<file path="config.mk">
export PLATFORM = sky130hd
export DESIGN_NAME = rv_fetch_queue_flat
export DESIGN_NICKNAME = d
export VERILOG_FILES = /design/src/rtl/rv_pkg.sv /design/src/rtl/rv_fetch_queue_if.sv /design/src/rtl/rv_sync_fifo.sv /design/src/rtl/rv_fetch_queue.sv /design/src/flat_wrapper.sv
export SDC_FILE = /design/constraint.sdc
export NUM_CORES = 1
export LEC_CHECK = 0
export ABC_AREA = 1
export CORE_ASPECT_RATIO = 1.1
export CORE_MARGIN = 4
export CORE_UTILIZATION = 50
export CTS_CLUSTER_SIZE = 20
export DETAILED_ROUTE_END_ITERATION = 6
export DONT_BUFFER_PORTS = 1
export PLACE_DENSITY = 0.7
export SLEW_MARGIN = 20
export SYNTH_ARGS = -nofsm -noshare
export SYNTH_HDL_FRONTEND = slang
export SYNTH_SLANG_ARGS = --single-unit
</file>
<file path="constraint.sdc">
create_clock -name clk -period 13.7 [get_ports clk]
set_input_delay 2.74 -clock clk [delete_from_list [all_inputs] [get_ports clk]]
set_output_delay 2.74 -clock clk [all_outputs]
set_load 0.02 [all_outputs]
</file>
<file path="src/rtl/rv_pkg.sv">
// Shared fetch-path constants, entry layout and small helpers.
package rv_pkg;

    localparam int XLEN_DEFAULT = 64;
    localparam int INST_W       = 32;
    localparam int PC_STEP      = 4;
    localparam logic [INST_W-1:0] NOP_INST = 32'h0000_0013;

    typedef struct packed {
        logic [XLEN_DEFAULT-1:0] pc;
        logic [INST_W-1:0]       inst;
    } fetch_entry_t;

    function automatic logic [31:0] sat_inc32(input logic [31:0] v);
        return (v == '1) ? v : v + 32'd1;
    endfunction

endpackage

</file>
<file path="src/rtl/rv_fetch_queue_if.sv">
// Fetch-stage bus: instruction-memory request/response, EX redirect and the IF->ID handshake.
interface rv_fetch_queue_if #(
    parameter int XLEN  = 64,
    parameter int DEPTH = 4
);
    import rv_pkg::*;

    logic                    im_req;
    logic [XLEN-1:0]         im_addr;
    logic [INST_W-1:0]       im_dout;
    logic                    branch_taken;
    logic [XLEN-1:0]         branch_target;
    logic                    inst_valid;
    logic                    inst_ready;
    logic [INST_W-1:0]       inst_out;
    logic [XLEN-1:0]         pc_out;
    logic [$clog2(DEPTH):0]  queue_count;

    modport master (
        output im_req, im_addr, inst_valid, inst_out, pc_out, queue_count,
        input  im_dout, branch_taken, branch_target, inst_ready
    );

    modport slave (
        input  im_req, im_addr, inst_valid, inst_out, pc_out, queue_count,
        output im_dout, branch_taken, branch_target, inst_ready
    );

endinterface

</file>
<file path="src/rtl/rv_sync_fifo.sv">
// Synchronous FIFO with flush; head data reads as zero when empty.
module rv_sync_fifo #(
    parameter int WIDTH = 8,
    parameter int DEPTH = 4
) (
    input  logic                     clk,
    input  logic                     rst,
    input  logic                     flush,
    input  logic                     push,
    input  logic [WIDTH-1:0]         push_data,
    input  logic                     pop,
    output logic [WIDTH-1:0]         pop_data,
    output logic [$clog2(DEPTH):0]   count
);
    localparam int PW = $clog2(DEPTH);
    localparam int CW = PW + 1;

    logic [WIDTH-1:0] mem [DEPTH];
    logic [PW-1:0]    wr_ptr;
    logic [PW-1:0]    rd_ptr;

    always_ff @(posedge clk) begin
        if (push && !flush && !rst) begin
            mem[wr_ptr] <= push_data;
        end
    end

    // Flush beats push/pop: a redirect discards everything, including a same-cycle push.
    always_ff @(posedge clk) begin
        if (rst || flush) begin
            wr_ptr <= '0;
            rd_ptr <= '0;
            count  <= '0;
        end else begin
            if (push) wr_ptr <= wr_ptr + PW'(1);
            if (pop)  rd_ptr <= rd_ptr + PW'(1);
            case ({push, pop})
                2'b10:   count <= count + CW'(1);
                2'b01:   count <= count - CW'(1);
                default: count <= count;
            endcase
        end
    end

    always_comb begin
        pop_data = '0;
        if (count != '0) pop_data = mem[rd_ptr];
    end

    a_no_overflow: assert property (@(posedge clk) disable iff (rst || flush)
        !(push && !pop && count == CW'(DEPTH)));
    a_no_underflow: assert property (@(posedge clk) disable iff (rst || flush)
        !(pop && count == '0));

endmodule

</file>
<file path="src/rtl/rv_fetch_queue.sv">
// Queued instruction-fetch stage: sequential PC issue, {pc, inst} FIFO, redirect flush.
// Optional perf counters under RVCPU_FETCH_PERF_EN.
module rv_fetch_queue
    import rv_pkg::*;
#(
    parameter int              XLEN     = XLEN_DEFAULT,
    parameter int              DEPTH    = 4,
    parameter logic [XLEN-1:0] RESET_PC = '0
) (
    input  logic              clk,
    input  logic              rst,
    rv_fetch_queue_if.master  fq
`ifdef RVCPU_FETCH_PERF_EN
    ,
    output logic [31:0]       perf_redirects,
    output logic [31:0]       perf_empty_cycles
`endif
);
    localparam int CW = $clog2(DEPTH) + 1;
    localparam int EW = XLEN + INST_W;

    logic [XLEN-1:0] fetch_pc;
    logic [XLEN-1:0] req_pc;
    logic            inflight;
    logic            squash;
    logic            issue;
    logic            push;
    logic            pop;
    logic [CW-1:0]   count;
    logic [CW:0]     credit_used;
    logic [EW-1:0]   head;

    // An outstanding request already owns a slot, so count it before issuing another.
    always_comb begin
        credit_used = {1'b0, count} + {{CW{1'b0}}, inflight};
        issue       = !rst && !fq.branch_taken && (credit_used < (CW+1)'(DEPTH));
        push        = inflight && !squash;
        pop         = (count != '0) && fq.inst_ready;
    end

    always_ff @(posedge clk) begin
        if (rst) begin
            fetch_pc <= RESET_PC;
            req_pc   <= '0;
            inflight <= 1'b0;
            squash   <= 1'b0;
        end else begin
            inflight <= issue;
            squash   <= fq.branch_taken;
            if (fq.branch_taken) begin
                fetch_pc <= fq.branch_target & ~XLEN'(3);
            end else if (issue) begin
                req_pc   <= fetch_pc;
                fetch_pc <= fetch_pc + XLEN'(PC_STEP);
            end
        end
    end

    rv_sync_fifo #(
        .WIDTH (EW),
        .DEPTH (DEPTH)
    ) u_fifo (
        .clk       (clk),
        .rst       (rst),
        .flush     (fq.branch_taken),
        .push      (push),
        .push_data ({req_pc, fq.im_dout}),
        .pop       (pop),
        .pop_data  (head),
        .count     (count)
    );

    always_comb begin
        fq.im_req      = issue;
        fq.im_addr     = fetch_pc;
        fq.inst_valid  = (count != '0);
        fq.pc_out      = head[EW-1:INST_W];
        fq.inst_out    = head[INST_W-1:0];
        fq.queue_count = count;
    end

`ifdef RVCPU_FETCH_PERF_EN
    always_ff @(posedge clk) begin
        if (rst) begin
            perf_redirects    <= '0;
            perf_empty_cycles <= '0;
        end else begin
            if (fq.branch_taken) perf_redirects <= sat_inc32(perf_redirects);
            if (count == '0)     perf_empty_cycles <= sat_inc32(perf_empty_cycles);
        end
    end
`endif

endmodule

</file>
<file path="src/flat_wrapper.sv">
// flat-port wrapper written by rule: the top's interface ports become plain ports
module rv_fetch_queue_flat import rv_pkg::*;
#(
    parameter int              XLEN     = XLEN_DEFAULT,
    parameter int              DEPTH    = 4,
    parameter logic [XLEN-1:0] RESET_PC = '0
)
  (clk, rst, fq_im_req, fq_im_addr, fq_inst_valid, fq_inst_out, fq_pc_out, fq_queue_count, fq_im_dout, fq_branch_taken, fq_branch_target, fq_inst_ready);
  rv_fetch_queue_if #(.XLEN(XLEN), .DEPTH(DEPTH)) fq_i ();
  input  logic clk;
  input  logic rst;
  output wire logic [$bits(fq_i.im_req)-1:0] fq_im_req;
  output wire logic [$bits(fq_i.im_addr)-1:0] fq_im_addr;
  output wire logic [$bits(fq_i.inst_valid)-1:0] fq_inst_valid;
  output wire logic [$bits(fq_i.inst_out)-1:0] fq_inst_out;
  output wire logic [$bits(fq_i.pc_out)-1:0] fq_pc_out;
  output wire logic [$bits(fq_i.queue_count)-1:0] fq_queue_count;
  input wire logic [$bits(fq_i.im_dout)-1:0] fq_im_dout;
  input wire logic [$bits(fq_i.branch_taken)-1:0] fq_branch_taken;
  input wire logic [$bits(fq_i.branch_target)-1:0] fq_branch_target;
  input wire logic [$bits(fq_i.inst_ready)-1:0] fq_inst_ready;
  assign fq_im_req = fq_i.im_req;
  assign fq_im_addr = fq_i.im_addr;
  assign fq_inst_valid = fq_i.inst_valid;
  assign fq_inst_out = fq_i.inst_out;
  assign fq_pc_out = fq_i.pc_out;
  assign fq_queue_count = fq_i.queue_count;
  assign fq_i.im_dout = fq_im_dout;
  assign fq_i.branch_taken = fq_branch_taken;
  assign fq_i.branch_target = fq_branch_target;
  assign fq_i.inst_ready = fq_inst_ready;
  rv_fetch_queue #(.XLEN(XLEN), .DEPTH(DEPTH), .RESET_PC(RESET_PC)) u_core (.clk(clk), .rst(rst), .fq(fq_i));
endmodule
</file>
==> results.yml, run 1 <==
route:
  drt_wl_total_mm: 58.01
  ant_nets: 0
  wl_per_cell_um: 20.25
  vias_per_cell: 5.575
  first_pass_iters: 5
  dr_total_vias: 15970
  drc: 0
  wl_met1_mm: 23.55
  top_layer: "met4"
  dr_wl_met2_mm: 27.02
  dr_wl_met3_mm: 5.367
  drt_iter0_drc: 1249
layout:
  area_growth_pct: 9.292
  layout_commonest_cell: "nor2_1"
  final_nets: 2356
  fillers: 3702
  seq_area_mm2: 0.01400
  fin_area_mm2: 0.02400
  multiInputGateArea_mm2: 0.006850
  final_cell_mix: "577 x nor2_1, 376 x edfxtp_1, 296 x nand2_1"
  layout-drive-gt1-share: 0.06160
critical_path:
  endpoint: "fq_im_req"
  cpMaxStageDelayCell: "buf_4"
  start_kind: "input pin"
  crit_path_end_kind: "primary output"
  path_cells: "nor2_8, nand3_4, buf_4, clkinv_2"
  ff2ff_path_depth: 11
  rrSetupSlack_ns: 9.87
  crit_type: "in2out"
  crit_fanout: 82
  crit_path_max_incr_delay_ns: 0.69
  reg2reg_from: "u_core.u_fifo.count[0]$_SDFFE_PP0P_"
  critical_path_arrival_ns: 4.23
  r2r-end: "u_core.fq.im_addr[62]$_SDFFE_PP0P_"
  worst_ep_required_time_ns: 10.96
  critPathLaunch: "rst"
clocking:
  cts_buffers: 51
  cts_tree: "yes"
  clockBufferDepth: 3
  root_buffer: "clkbuf_16"
  insertion_delay_ns: 0.59
  cts_sinks: 511
  cts.repair.resized: 0
  ctsHoldBuffers: 0
  post_cts_buffers: 0
  clk_pin_slew_ns: 0.06
  htreeDepth: 2
synth:
  synth_edf_count: 376
  synth.avg_cell_area_um2: 9.561
  ys_seq_area_frac: 0.6372
  synth_cell_types: 46
  async_reset_ff_frac: 0
  yosys_warnings: 0
  synth_area_mm2: 0.02196
  synth-seq-cells: 511
  synthesis.instances: 2297
  ys.flop_type: "edfxtp_1"
grt:
  grt_util_all_layers: 0.2363
  grt-ovfl-total: 0
  grt_start_max_net_pins: 123
  antenna_found_initial: 1
  first_global_vias: 14840
  grt_pass1_wl_mm: 88.29
power:
  swShare: 0.2281
  pwr-share-seq: 0.534
  combPwrFrac: 0.047
  p_int_uw: 2523
  switching_power_uw: 745.6
  p_clk_frac: 0.419
  power.total_uw: 3268
  p_leak_uw: 0.008476
  power_density_mw_per_mm2: 136.2
  vdd_ir_drop_max_uv: 97.92
timing:
  slew_headroom: 0.2823
  finalSetupViolations: 0
  tns_ns: 0
  period_share: 0.5088
  slew_violations: 0
  clock_skew_ns: 0.02377
  whs_ns: 0.4650
  fmax_mhz: 143.5
  grt_setup_unrepaired: "false"
  worstMarginPinSlew_ns: 1.077
  finalCriticalPeriod_ns: 6.971
  final_hold_viol_count: 0
flow_run:
  cap_violations: 0
hold_path:
  hold_path_depth: 2
  hold_class: "reg2reg"
die:
  rows: 80
  dieArea_mm2: 0.04735
  die_w_um: 207.8
  start_util: 0.5056
  ios: 265
  die_h_um: 227.8
  core_mm2: 0.04344
placed_design:
  port_buffers: 0
  place_area_mm2: 0.02235
  dp_hpwl_mm: 36.98
  routabilityCongestion: 0.9209
run_status:
  status: "complete, no violations"
-- power by group through the flow --
stage	clock [uW]	combinational [uW]	sequential, uW
floorplan	0	125	1760
global placement	0	150	1780
detailed placement	0	154	1780
CTS	1400	155	1740
global route	1460	172	1750
finish	1370	154	1750
-- cell type report --
cell class / instances / area share
Sequential cell: 511 / 0.5833
Multi-Input combinational cell: 1500 / 0.2854
Clock buffer: 67 / 0.05995
Tap cell: 574 / 0.02992
Inverter: 168 / 0.02648
Clock inverter: 26 / 0.008862
Timing Repair Buffer: 17 / 0.005995
Antenna cell: 1 / 0.0001043
-- routing by layer --
| metal | vias up | global-route usage |
|---|---|---|
| li1 | 7620 | - |
| met1 | 7563 | 0.3131 |
| met2 | 672 | 0.3761 |
| met3 | 113 | 0.06788 |
| met4 | 0 | 0.08356 |
| met5 | - | 0 |
-- worst min-delay path by stage --
| stage | startpoint | endpoint |
|---|---|---|
| detailed placement | u_core.u_fifo.rd_ptr[1]$_SDFFE_PP0P_ | flop |
| global route | u_core.u_fifo.rd_ptr[1]$_SDFFE_PP0P_ | flop |
| global placement | u_core.u_fifo.rd_ptr[1]$_SDFFE_PP0P_ | flop |
| finish | u_core.u_fifo.rd_ptr[1]$_SDFFE_PP0P_ | flop |
| floorplan | u_core.u_fifo.rd_ptr[1]$_SDFFE_PP0P_ | flop |
| CTS | u_core.u_fifo.rd_ptr[1]$_SDFFE_PP0P_ | flop |
-- through the flow --
step                      utilization  std cells  setup WS, ns
final                          0.5525       2864         6.729
after global routing           0.5525       2864         6.648
after CTS                      0.5524       2863         6.763
after detailed placement       0.5144       2770         6.762
after global placement         0.5139       2769         6.786
after floorplan                     -       2300         6.063
-- synth_stat cells, drive strengths merged, types with 10 or more instances --
master  number  area, um^2
inv        166       623.1
buf         56       290.3
nand4       20       125.1
nor2       601        2384
nor3        32       170.2
xor2        15       131.4
a31oi       10       62.56
nand2      307        1185
nand3       64       337.8
a21oi      138       690.7
dfxtp      135        2703
o21ai      262        1311
edfxtp     376       11290
clkbuf      65       244.0
a211oi      16       120.1
-- logic make-up (layout without fill, tap and decap cells) --
family	Yosys count	in the layout	synth area share
simple gates	1034	1034	0.1945
flops	511	511	0.6372
compound gates	437	437	0.1036
buf+inv	289	278	0.05304
xor+xnor	18	18	0.007179
fa+ha+maj	7	7	0.004330
other cells	1	5	0.0001707
-- registers in the layout, indices dropped and copies added, names as in the netlist, named ones only --
register              count
u_core.inflight           1
u_core.u_fifo.rd_ptr      2
u_core.u_fifo.wr_ptr      2
u_core.req_pc            62
u_core.u_fifo.mem       376
u_core.u_fifo.count       3
u_core.fq.im_addr        62
u_core.squash             1
-- worst max-delay path, delay by kind of cell --
kind	cells	cell delay [ns]
buffers and inverters	2	1.27
AND/OR/NAND/NOR	2	0.13
(Power assumes the default switching activity.)
==> inputs of run 2 (changes only) <==
Settings changed: PLACE_DENSITY 0.7 to 0.73.
Clock period 13.7 ns to 6.15 ns, I/O delays scaled along.
==> results.yml, run 2 (synthesized netlist as in run 1, its figures left out) <==
timing:
  finalSetupViolations: 0
  grt_setup_unrepaired: "false"
  whs_ns: 0.4691
  slew_violations: 0
  tns_ns: 0
  worstMarginPinSlew_ns: 0.9568
  worst_slack_ns: 1.788
  slew_headroom: 0.3606
  finalCriticalPeriod_ns: 4.362
  fmax_mhz: 229.2
  clock_skew_ns: 0.02667
  period_share: 0.7093
  final_hold_viol_count: 0
layout:
  final_nets: 2360
  diodes: 0
  final_cells: 2869
  final_cell_mix: "577 x nor2_1, 376 x edfxtp_1, 296 x nand2_1"
  area_growth_pct: 10.29
  largest_reg_flops: 376
  layout_commonest_cell: "nor2_1"
  fillers: 3659
  largest_register: "u_core.u_fifo.mem"
  layout-drive-gt1-share: 0.06797
grt:
  antenna_found_initial: 2
  grt_start_max_net_pins: 94
  first_global_vias: 15370
  grt_pass1_wl_mm: 89.41
  grt-ovfl-total: 0
  grt_util_all_layers: 0.2392
power:
  switching_power_uw: 1676
  p_leak_uw: 0.008588
  power.total_uw: 7581
  power_density_mw_per_mm2: 313.0
  swShare: 0.2211
  combPwrFrac: 0.046
  pwr-share-seq: 0.513
  vdd_ir_drop_max_uv: 191.1
  p_int_uw: 5905
  p_clk_frac: 0.442
critical_path:
  crit_path_end_kind: "primary output"
  ff2ff_path_depth: 10
  r2r-end: "u_core.fq.im_addr[39]$_SDFFE_PP0P_"
  crit_type: "reg2out"
  worst_ep_required_time_ns: 4.92
  rrSetupSlack_ns: 2.88
  crit_fanout: 71
  critical_path_arrival_ns: 3.13
  reg2reg_from: "u_core.u_fifo.count[0]$_SDFFE_PP0P_"
  start_kind: "flop"
placed_design:
  routabilityCongestion: 0.9322
  place_ws_ns: 2.202
  port_buffers: 0
  dp_hpwl_mm: 37.34
  dp_cells: 2774
hold_path:
  hp-start: "u_core.u_fifo.rd_ptr[1]$_SDFFE_PP0P_"
  hold_class: "reg2reg"
  hold_path_depth: 2
flow_run:
  cap_violations: 0
clocking:
  cts_sinks: 511
  cts_buffers: 51
  cts.repair.resized: 0
  htreeDepth: 2
  clockBufferDepth: 3
  clk_pin_slew_ns: 0.06
  root_buffer: "clkbuf_16"
  post_cts_buffers: 0
  insertion_delay_ns: 0.59
  cts_tree: "yes"
  ctsHoldBuffers: 0
route:
  first_pass_iters: 5
  vias_per_cell: 5.608
  drc: 0
  dr_total_vias: 16090
  drt_wl_total_mm: 58.95
  drt_iter0_drc: 1340
  ant_nets: 0
  wl_per_cell_um: 20.55
die:
  rows: 80
  dieArea_mm2: 0.04735
  ios: 265
  core_mm2: 0.04344
  die_w_um: 207.8
  start_util: 0.5056
  die_h_um: 227.8
run_status:
  status: "complete, no violations"
run 2: changes by cell type in the layout (fill, tap and decap cells not counted), sizes merged:
cell      delta
clkinvlp     +1
clkinv       -3
buf          +4
bufinv       +6
inv          -2
diode        -1
run 2: worst max path at each step:
| stage | from | to | slack [ns] | cells after the start |
|---|---|---|---|---|
| CTS | flop | fq_pc_out[21] | 1.70 | 5 |
| global placement | rst | fq_im_req | 2.26 | 4 |
| global route | flop | fq_pc_out[21] | 1.56 | 5 |
| finish | flop | fq_pc_out[21] | 1.79 | 5 |
| detailed placement | rst | fq_im_req | 2.20 | 4 |
| floorplan | fq_branch_taken | u_core.u_fifo.mem[0][0]$_DFFE_PP_ | 0.02 | 4 |
run 2: power groups by stage:
stage	combinational [uW]	clock [uW]	sequential, uW
final	347	3350	3890
after CTS	346	3400	3890
after detailed placement	343	0	3960
after floorplan	279	0	3920
after global placement	335	0	3950
after global routing	384	3540	3900
run 2: cell type report:
class	instances	area (um^2)	share of cell area
multi-input cells	1500	6850	0.2828
clock buffers	67	1460	0.06028
repair buffers	21	170.2	0.007025
clock inverters	28	386.6	0.01596
flip-flops and latches	511	14000	0.5780
well taps	574	718.2	0.02965
inverters	168	635.6	0.02624
run 2: metrics by stage:
step                        util  area, um^2
after floorplan                -       21970
after global placement    0.5151       22380
after detailed placement  0.5151       22380
after CTS                 0.5576       24220
after global routing      0.5576       24220
final                     0.5576       24220
run 2: metal layers:
layer  up-vias  routed length (um)  track usage
met2       644               28080       0.3972
met3       117                5374      0.06829
li1       7611                   -            -
met4         4                1733      0.07945
met5         -                  21            0
met1      7712               23740       0.3046
run 2: critical path, stage by stage, from the launching register on:
cell and delay, ns:
dfxtp_4 0.86, buf_4 0.74, nor2_1 0.11, nor2_1 0.11, o21ai_0 0.09, a21oi_1 0.62
==> inputs of run 3 (changes only) <==
Settings changed: PLACE_DENSITY 0.73 to 0.7.
Clock period 6.15 ns to 4.05 ns, I/O delays scaled along.
==> results.yml, run 3 (synthesized netlist as in run 1, its figures left out) <==
timing:
  final_hold_viol_count: 0
  finalCriticalPeriod_ns: 3.638
  slew_violations: 0
  whs_ns: 0.3257
  worstMarginPinSlew_ns: 0.8722
  fmax_mhz: 274.9
  grt_setup_unrepaired: "false"
  tns_ns: 0
  period_share: 0.8982
  slew_headroom: 0.4185
  finalSetupViolations: 0
  clock_skew_ns: 0.01333
grt:
  grt-ovfl-total: 0
  first_global_vias: 15060
  grt_pass1_wl_mm: 88.40
  antenna_found_initial: 2
  grt_start_max_net_pins: 84
  grt_util_all_layers: 0.2365
power:
  power_density_mw_per_mm2: 456.8
  vdd_ir_drop_max_uv: 277.4
  p_leak_uw: 0.008506
layout:
  layout-drive-gt1-share: 0.06318
  final_cell_mix: "577 x nor2_1, 376 x edfxtp_1, 296 x nand2_1"
  fin_area_mm2: 0.02409
  area_growth_pct: 9.668
  layout_commonest_cell: "nor2_1"
  final_nets: 2362
  largest_register: "u_core.u_fifo.mem"
  largest_reg_flops: 376
flow_run:
  cap_violations: 0
hold_path:
  hp-start: "fq_im_dout[22]"
  hold_path_depth: 0
  hold_class: "in2reg"
placed_design:
  port_buffers: 0
  dp_hpwl_mm: 37.08
  routabilityCongestion: 0.9411
  place_area_mm2: 0.02246
route:
  top_layer: "met4"
  drt_wl_total_mm: 57.76
  wl_per_cell_um: 20.12
  wl_met1_mm: 23.86
  drt_iter0_drc: 1106
  dr_total_vias: 15970
  drc: 0
  dr_wl_met3_mm: 5.152
  dr_wl_met2_mm: 27.09
  first_pass_iters: 5
  vias_per_cell: 5.563
  ant_nets: 0
critical_path:
  worst_ep_required_time_ns: 3.24
  reg2reg_from: "u_core.u_fifo.count[0]$_SDFFE_PP0P_"
  crit_type: "reg2out"
  critical_path_arrival_ns: 2.83
  crit_path_end_kind: "primary output"
  ff2ff_path_depth: 9
  start_kind: "flop"
  crit_fanout: 60
clocking:
  clk_pin_slew_ns: 0.06
  root_buffer: "clkbuf_16"
  clockBufferDepth: 3
  cts_sinks: 511
  cts_buffers: 50
  insertion_delay_ns: 0.58
  htreeDepth: 2
  ctsHoldBuffers: 0
  cts_tree: "yes"
  post_cts_buffers: 0
  cts.repair.resized: 0
die:
  die_h_um: 227.8
  ios: 265
  dieArea_mm2: 0.04735
  core_mm2: 0.04344
  rows: 80
  die_w_um: 207.8
  start_util: 0.5056
run_status:
  status: "complete, no violations"
run 3: changes by cell type in the layout (fill, tap and decap cells not counted), moves of 2 or more:
cell | previous run | this run
clkbuf_1 | 7 | 13
buf_12 | 1 | 6
buf_4 | 20 | 18
clkinv_1 | 3 | 8
diode_2 | 0 | 2
clkbuf_8 | 6 | 0
bufinv_16 | 9 | 4
run 3: metrics by stage:
step	setup slack, ns	power [uW]	instances	utilization
3_5_place_dp	0.9450	6541	2777	0.5170
5_1_grt	0.1319	11390	2870	0.5544
3_3_place_gp	0.9543	6525	2777	0.5170
6_report	0.4124	11000	2871	0.5544
2_1_floorplan	-0.1200	6377	2300	-
4_1_cts	0.2790	11080	2869	0.5543
run 3: report_power, final:
group	switching [uW]	internal (uW)	total, uW
clock network	1920	2650	4570
logic	390	137	527
registers	191	5710	5910
total	2500	8500	11000
run 3: layout make-up:
class,count,area [um^2]
inverter,168,635.6
tap,574,718.2
timing repair buffer,24,255.2
clock inverter,26,245.2
antenna,2,5.005
clock buffer,66,1375
multi-input combinational,1500,6850
fill,3729,19360
sequential,511,14000
run 3: metal layers:
metal,vias up,global-route usage
met5,-,0
met4,0,0.07719
met3,103,0.06210
met2,585,0.3836
met1,7644,0.3133
li1,7640,-
run 3: final timing paths:
| kind | end | slack [ns] |
|---|---|---|
| worst min-delay path | u_core.u_fifo.mem[0][22]$_DFFE_PP_ | 0.33 |
| worst max-delay path | fq_pc_out[47] | 0.41 |
| worst min register to register | flop | 0.46 |
| worst max register to register | u_core.fq.im_addr[39]$_SDFFE_PP0P_ | 1.60 |
run 3: worst max-delay path, cell delays in order, from the launching register on:
cell	delay [ns]
dfxtp_4	0.81
buf_4	0.58
nor2_1	0.10
nor2_1	0.10
o21ai_0	0.10
a21oi_1	0.52
